<file path="src/rtl/deser_pkg.sv">
// Shared types and sizing helpers for the serial-to-parallel receiver.
package deser_pkg;

    localparam int DEF_WIDTH = 4;

    typedef enum logic {
        ST_IDLE  = 1'b0,
        ST_SHIFT = 1'b1
    } deser_state_t;

    // Bit-counter width for a word of the given size.
    function automatic int cnt_width(input int width);
        return $clog2(width);
    endfunction

endpackage

</file>
<file path="src/rtl/deser_out_buf.sv">
// One-entry valid/ready holding register for assembled words.
// A write that finds the entry full and not draining is dropped and flagged.
module deser_out_buf
    import deser_pkg::*;
#(
    parameter int WIDTH = DEF_WIDTH
) (
    input  logic             clk,
    input  logic             rst,
    input  logic             wr_en,
    input  logic [WIDTH-1:0] wr_data,
    input  logic             rd_ready,
    output logic [WIDTH-1:0] data,
    output logic             valid,
    output logic             full_drop
);

    logic [WIDTH-1:0] data_q, data_d;
    logic             valid_q, valid_d;
    logic             drain;
    logic             accept;

    assign drain     = valid_q && rd_ready;
    assign accept    = wr_en && (!valid_q || rd_ready);
    assign full_drop = wr_en && valid_q && !rd_ready;

    always_comb begin
        data_d  = data_q;
        valid_d = valid_q;
        if (accept) begin
            data_d  = wr_data;
            valid_d = 1'b1;
        end else if (drain) begin
            valid_d = 1'b0;
        end
    end

    always_ff @(posedge clk) begin
        if (!rst) begin
            // NOTE: the data register is reset as well because dout must read 0 after reset,
            // even though its value is otherwise only meaningful while valid is set.
            data_q  <= '0;
            valid_q <= 1'b0;
        end else begin
            data_q  <= data_d;
            valid_q <= valid_d;
        end
    end

    assign data  = data_q;
    assign valid = valid_q;

endmodule

</file>
<file path="src/rtl/deserializer_4bit.sv">
// LSB-first serial receiver: aligns on sync, assembles WIDTH-bit words and
// hands them to a one-entry output buffer with overrun and framing reporting.
module deserializer_4bit
    import deser_pkg::*;
#(
    parameter int WIDTH = DEF_WIDTH
) (
    input  logic             clk,
    input  logic             rst,
    input  logic             sin,
    input  logic             sin_en,
    input  logic             sync,
    input  logic             dout_ready,
    input  logic             err_clr,
    output logic [WIDTH-1:0] dout,
    output logic             dout_valid,
    output logic             overrun,
    output logic             frame_err
);

    localparam int               CNT_W    = cnt_width(WIDTH);
    localparam logic [CNT_W-1:0] CNT_LAST = CNT_W'(WIDTH - 1);

    deser_state_t     state_q, state_d;
    logic [CNT_W-1:0] cnt_q, cnt_d;
    logic [WIDTH-1:0] shreg_q, shreg_d;
    logic             frame_err_q, frame_err_d;
    logic             overrun_q, overrun_d;

    logic [WIDTH-1:0] shifted;
    logic             wr_en;
    logic             full_drop;

    assign shifted = {sin, shreg_q[WIDTH-1:1]};

    always_comb begin
        // NOTE: every signal driven here gets a default first, so no path leaves it
        // unassigned and no latch is inferred.
        state_d     = state_q;
        cnt_d       = cnt_q;
        shreg_d     = shreg_q;
        frame_err_d = 1'b0;
        wr_en       = 1'b0;

        unique case (state_q)
            ST_IDLE: begin
                if (sin_en && sync) begin
                    shreg_d = shifted;
                    cnt_d   = CNT_W'(1);
                    state_d = ST_SHIFT;
                end
            end
            ST_SHIFT: begin
                if (sin_en) begin
                    shreg_d = shifted;
                    // A sync mid-word restarts the word at this bit; stale bits age out of shreg.
                    if (sync && cnt_q != '0) begin
                        frame_err_d = 1'b1;
                        cnt_d       = CNT_W'(1);
                    end else if (cnt_q == CNT_LAST) begin
                        cnt_d = '0;
                        wr_en = 1'b1;
                    end else begin
                        cnt_d = cnt_q + CNT_W'(1);
                    end
                end
            end
            default: state_d = ST_IDLE;
        endcase

        overrun_d = overrun_q;
        if (full_drop) begin
            overrun_d = 1'b1;
        end else if (err_clr) begin
            overrun_d = 1'b0;
        end
    end

    always_ff @(posedge clk) begin
        // NOTE: state is updated only with non-blocking assignments so every flop
        // samples the pre-edge values regardless of statement order.
        if (!rst) begin
            state_q     <= ST_IDLE;
            cnt_q       <= '0;
            shreg_q     <= '0;
            frame_err_q <= 1'b0;
            overrun_q   <= 1'b0;
        end else begin
            state_q     <= state_d;
            cnt_q       <= cnt_d;
            shreg_q     <= shreg_d;
            frame_err_q <= frame_err_d;
            overrun_q   <= overrun_d;
        end
    end

    deser_out_buf #(
        .WIDTH (WIDTH)
    ) u_out_buf (
        .clk       (clk),
        .rst       (rst),
        .wr_en     (wr_en),
        .wr_data   (shifted),
        .rd_ready  (dout_ready),
        .data      (dout),
        .valid     (dout_valid),
        .full_drop (full_drop)
    );

    assign overrun   = overrun_q;
    assign frame_err = frame_err_q;

endmodule

</file>
<file path="config.mk">
export PLATFORM = sky130hd
export DESIGN_NAME = deserializer_4bit
export DESIGN_NICKNAME = d
export VERILOG_FILES = /design/src/rtl/deser_pkg.sv /design/src/rtl/deser_out_buf.sv /design/src/rtl/deserializer_4bit.sv
export SDC_FILE = /design/constraint.sdc
export NUM_CORES = 1
export LEC_CHECK = 0
export BUFFER_PORTS_ARGS = -buffer_cell sky130_fd_sc_hd__buf_2
export CELL_PAD_IN_SITES_DETAIL_PLACEMENT = 1
export CELL_PAD_IN_SITES_GLOBAL_PLACEMENT = 1
export CORE_UTILIZATION = 36
export DETAILED_ROUTE_END_ITERATION = 16
export PLACE_DENSITY = 0.82
export SYNTH_ARGS = -nofsm -noshare
export SYNTH_HDL_FRONTEND = slang
export SYNTH_SLANG_ARGS = --single-unit
</file>
<file path="constraint.sdc">
create_clock -name clk -period 1.6 [get_ports clk]
set_input_delay 0.24 -clock clk [delete_from_list [all_inputs] [get_ports clk]]
set_output_delay 0.24 -clock clk [all_outputs]
set_load 0.01 [all_outputs]
</file>
Word level (Yosys, flattened, before mapping)
Cells that the tools add are included.
{"block": "totals", "regBits": 14, "mem_count": 0, "mem_bits_ro": 0, "out_inout_bits": 7, "inputBits": 7, "word_cells": 45, "mem_bits_rw": 0, "latch_bits": 0}
{"block": "op_classes", "shift": 0, "div_mod_pow": 0, "n_eq_ne": 3, "magnitude_cmp": 0, "addsub": 1, "multipliers": 0, "n_mux": 19, "bitwise": 1, "reduce_logical": 14}
{"operator": "$mux 1", "count": 11}
{"operator": "$mux 2", "count": 4}
{"operator": "$mux 4", "count": 2}
{"operator": "$pmux 4 s2", "count": 1}
{"operator": "$logic_and 1x1->1", "count": 6}
{"operator": "$reduce_bool 2->1", "count": 3}
{"operator": "$ne 2x2->1 const B", "count": 2}
{"operator": "$pmux 2 s2", "count": 1}
{"operator": "$reduce_and 3->1", "count": 1}
{"operator": "$add 2x1->2 const B", "count": 1}
{"operator": "$eq 2x2->1 const B", "count": 1}
{"operator": "$logic_not 1->1", "count": 2}
{"operator": "$reduce_and 2->1", "count": 1}
{"operator": "$logic_or 1x1->1", "count": 1}
{"operator": "$not 1->1", "count": 1}

Logic depth before layout (Yosys ltp)
{"block": "depth", "ltp_word": 8, "ltp_mapped": 6, "mapped_depth_nobuf": 5}

Cells and area by module
Synthesis repeated with hierarchy kept, for this count alone.
{"block": "unflattened", "cells_unflattened": 62, "area_unflattened_um2": 568.0}
{"mod": "deserializer_4bit", "area_each_um2": 345.3, "instances": 1, "cells_per_inst": 39, "seq_area_each_um2": 160.2}
{"mod": "deser_out_buf", "area_each_um2": 222.7, "instances": 1, "cells_per_inst": 23, "seq_area_each_um2": 100.1}

Least setup slack after synthesis
Ideal clock, no wire load.
{"block": "synth_path", "kind": "register -> register", "start": "register cnt_q[0]", "end": "register u_out_buf.data_q[0] (netlist: u_out_buf.data[0])", "synth_period_minus_slack_ns": 1.243, "required_time_ns": 1.528, "path_buffers": 1, "stages_incl_launch_ff": 7, "setup_time_ns": 0.072, "arrival_time_ns": 1.171, "setup_slack_ns": 0.357, "cell_sequence": "dfxtp_1 -> inv_1 -> ha_1 -> nand2b_1 -> nor4bb_1 -> buf_4 -> mux2i_1"}
{"block": "synth_between", "elab_chain_len": 6, "elab_cells_between_ends": 8, "cone_classes": "eq/ne (1); mux (4); reduce/logical (3)"}
{"item": "from (decl)", "line": "deserializer_4bit.sv:25", "rtl": "logic [CNT_W-1:0] cnt_q, cnt_d;"}
{"item": "from (signal assigned)", "line": "deserializer_4bit.sv:90", "rtl": "cnt_q <= cnt_d;"}
{"item": "$eq 2x2->1 or $reduce_bool 2->1 (tied branches)", "line": "deserializer_4bit.sv:60, deserializer_4bit.sv:57"}
{"item": "$mux 1 or $logic_and 1x1->1 (tied branches)", "line": "deserializer_4bit.sv:60, deserializer_4bit.sv:57"}
{"item": "$mux 1 *", "line": "deserializer_4bit.sv:57", "rtl": "if (sync && cnt_q != '0) begin"}
{"item": "$mux 1 *", "line": "deserializer_4bit.sv:54", "rtl": "if (sin_en) begin"}
{"item": "$mux 1 *", "line": "deserializer_4bit.sv:45", "rtl": "unique case (state_q)"}
{"item": "$logic_and 1x1->1 *", "line": "deser_out_buf.sv:24", "rtl": "assign accept = wr_en && (!valid_q || rd_ready);"}
{"item": "to (signal assigned)", "line": "deser_out_buf.sv:45", "rtl": "data_q <= data_d;"}
{"item": "to (decl)", "line": "deser_out_buf.sv:18", "rtl": "logic [WIDTH-1:0] data_q, data_d;"}
Mark *: on every way between the ends. The rest lies on a longest branch, timed or not.
A chain may end at the register's enable or synchronous reset.

Worst setup path after layout
{"block": "layout_path", "start": "register cnt_q[0]", "end": "register u_out_buf.data_q[3] (netlist: u_out_buf.data[3])"}
Same word-level chain as after synthesis.

==> impl_metrics.py <==
metrics = {
    "status": {
        "status": "complete, no violations",
    },
    "cts": {
        "root_buffer": "clkbuf_4",
        "cts_buffer_depth": 2,
        "insertion_delay_ns": 0.27,
        "cts.repair.resized": 0,
        "h-tree-depth": 1,
        "clkSinkCount": 13,
        "post_cts_buffers": 0,
        "clk_pin_slew_ns": 0.08,
        "postCtsHoldBufs": 0,
        "cts_tree": "yes",
        "cts_made_buffers": 3,
    },
    "power": {
        "p_leak_nw": 0.280,
        "p_per_area_nw_per_um2": 902,
        "total_power_mw": 0.585,
        "peakVddDrop_uv": 365,
    },
    "worst_setup_path": {
        "cp.arrival_ns": 1.60,
        "required_ns": 1.80,
        "path_class": "reg2reg",
        "worstSetupStartpointType": "register",
        "cp-end-kind": "register",
        "cp_max_fo": 4,
    },
    "min_path": {
        "hold_class": "in2reg",
    },
    "route": {
        "drtPass1Iterations": 4,
        "dr_wl_met2_um": 490,
        "routed.top_layer": "met4",
        "wl_per_cell_um": 11.9,
        "wl_mm": 1.07,
        "dr.first_iter.drc_count": 3,
        "vias": 460,
        "route.detailed.drc": 0,
        "wl_met3_um": 36,
        "met1_length_um": 526,
        "ant_nets": 0,
        "vias_per_cell": 5.11,
    },
    "place": {
        "gp_congestion": 0.718,
        "numPortBuffers": 13,
        "placedCellCount": 86,
        "place_hpwl_um": 783,
        "dpl-instance-area_um2": 623,
        "place_worst_setup_slack_ns": 0.180,
    },
    "sta": {
        "finalClockSkew_ns": 0.00652,
        "slew_headroom": 0.712,
        "hold_violations": 0,
        "worst_slew_pin_slew_ns": 0.430,
        "layout_min_cycle_time_ns": 1.41,
        "rsz0062_at_grt": "false",
        "finalSetupTns_ns": 0,
        "whs_ns": 0.222,
        "setup_viol": 0,
        "max_freq_mhz": 711,
        "fin_crit_sh": 0.879,
        "setup_ws_ns": 0.194,
        "slew_viol_final": 0,
    },
    "synth": {
        "synth_area_leaders": "dfxtp_1, mux2i_1, nand2_1",
        "synth_area_um2": 544,
        "synth_fp_nets": 68,
        "synthAdderAreaFrac": 0.0460,
        "synth-seq-cells": 13,
        "synth_cells": 59,
        "synth-xor-area-share": 0,
        "synth_top_area_cell": "dfxtp_1",
        "async_reset_ff_frac": 0,
        "yosys.area_share.simple": 0.228,
        "synth.avg_cell_area_um2": 9.22,
        "synth-edff-count": 0,
        "synth.most_common_cell": "dfxtp_1",
        "seq_area_frac_synth": 0.478,
        "synth_commonest_cells": "dfxtp_1, nand2_1, mux2i_1",
        "synth_cell_types": 20,
        "muxShareOfSynthArea": 0.129,
        "synth_top_family_by_area": "simple AND/OR/NAND/NOR gates",
        "yosysTopAreaCellShare": 0.478,
        "ys_warn_count": 0,
        "synth_top_flop_cell": "dfxtp_1",
        "synth_compound_area_frac": 0.0690,
    },
    "floorplanning": {
        "start_util": 0.403,
        "die_w_um": 40.9,
        "io_pins": 14,
        "core_um2": 1350,
        "die_h_um": 40.9,
        "rows": 13,
        "fp.dieArea_um2": 1670,
    },
    "cells_and_area": {
        "area_growth_pct": 19.3,
        "drive_above_1_share": 0.253,
        "finalCoreUtilization": 0.481,
        "finalNonFillerCells": 90,
        "num_antenna_cells": 0,
        "nets": 85,
        "final_area_um2": 649,
    },
    "global_route": {
        "grt_pass1_vias": 409,
        "grt_max_degree": 11,
        "antenna_found_initial": 0,
        "grt_pass1_wl_mm": 1.68,
        "track_usage": 0.161,
        "overflow": 0,
    },
    "run": {
        "max_cap_viol_count": 0,
    },
}
final timing paths:
kind / start / endpoint / slack (ns) / depth (start not counted)
worst min register to register: u_out_buf.data[1]$_SDFFE_PN0P_ / u_out_buf.data[1]$_SDFFE_PN0P_ / 0.46 / 2
worst min-delay path: sin / shreg_q[3]$_SDFFE_PN0P_ / 0.22 / 3
worst max-delay path: cnt_q[0]$_SDFFE_PN0P_ / u_out_buf.data[3]$_SDFFE_PN0P_ / 0.19 / 6
worst max register to register: cnt_q[0]$_SDFFE_PN0P_ / u_out_buf.data[3]$_SDFFE_PN0P_ / 0.19 / 6
routing by layer:
layer,track usage,up-vias
met1,0.211,219
met2,0.227,8
li1,-,231
met4,0.100,0
met3,0.0489,2
met5,0,-
cell type report:
cell class / instances / area [um2]
timing repair buffer: 14 / 72.6
inverter: 4 / 15.0
fill: 169 / 701
tap: 15 / 18.8
sequential: 13 / 260
clock buffer: 4 / 26.3
multi-input combinational: 40 / 256
layout by cell type (no fill, tap or decap), drive strengths merged, types with 3 or more instances in the layout:
master	n
buf	14
dfxtp	13
nand2	11
mux2i	7
a21oi	5
nor2	4
clkbuf	4
inv	3
cell families after synthesis:
family                   after synthesis
AND/OR/NAND/NOR                       24
flip-flops                            13
AO/OA/AOI/OAI                          7
multiplexers                           7
buffers and inverters                  6
adder cells (fa/ha/maj)                2
critical path, cell delays in order (launching register included):
cell and delay, ns:
dfxtp_1 0.34, inv_1 0.06, ha_1 0.16, nand2b_1 0.17
nor4bb_1 0.23, buf_4 0.19, mux2i_1 0.19
power by group:
part           internal [mW]  switching, mW  total (mW)
logic                 0.0203         0.0266      0.0468
registers              0.330        0.00706       0.337
clock network         0.0964          0.105       0.201
total                  0.447          0.139       0.585
sequential cells by signal, summed over array words and instances, names as in the netlist:
name	cells
u_out_buf.data	4
shreg_q	3
cnt_q	2
frame_err	1
overrun	1
state_q	1
u_out_buf.valid	1
Note: power is estimated with default switching activity, not from simulation.
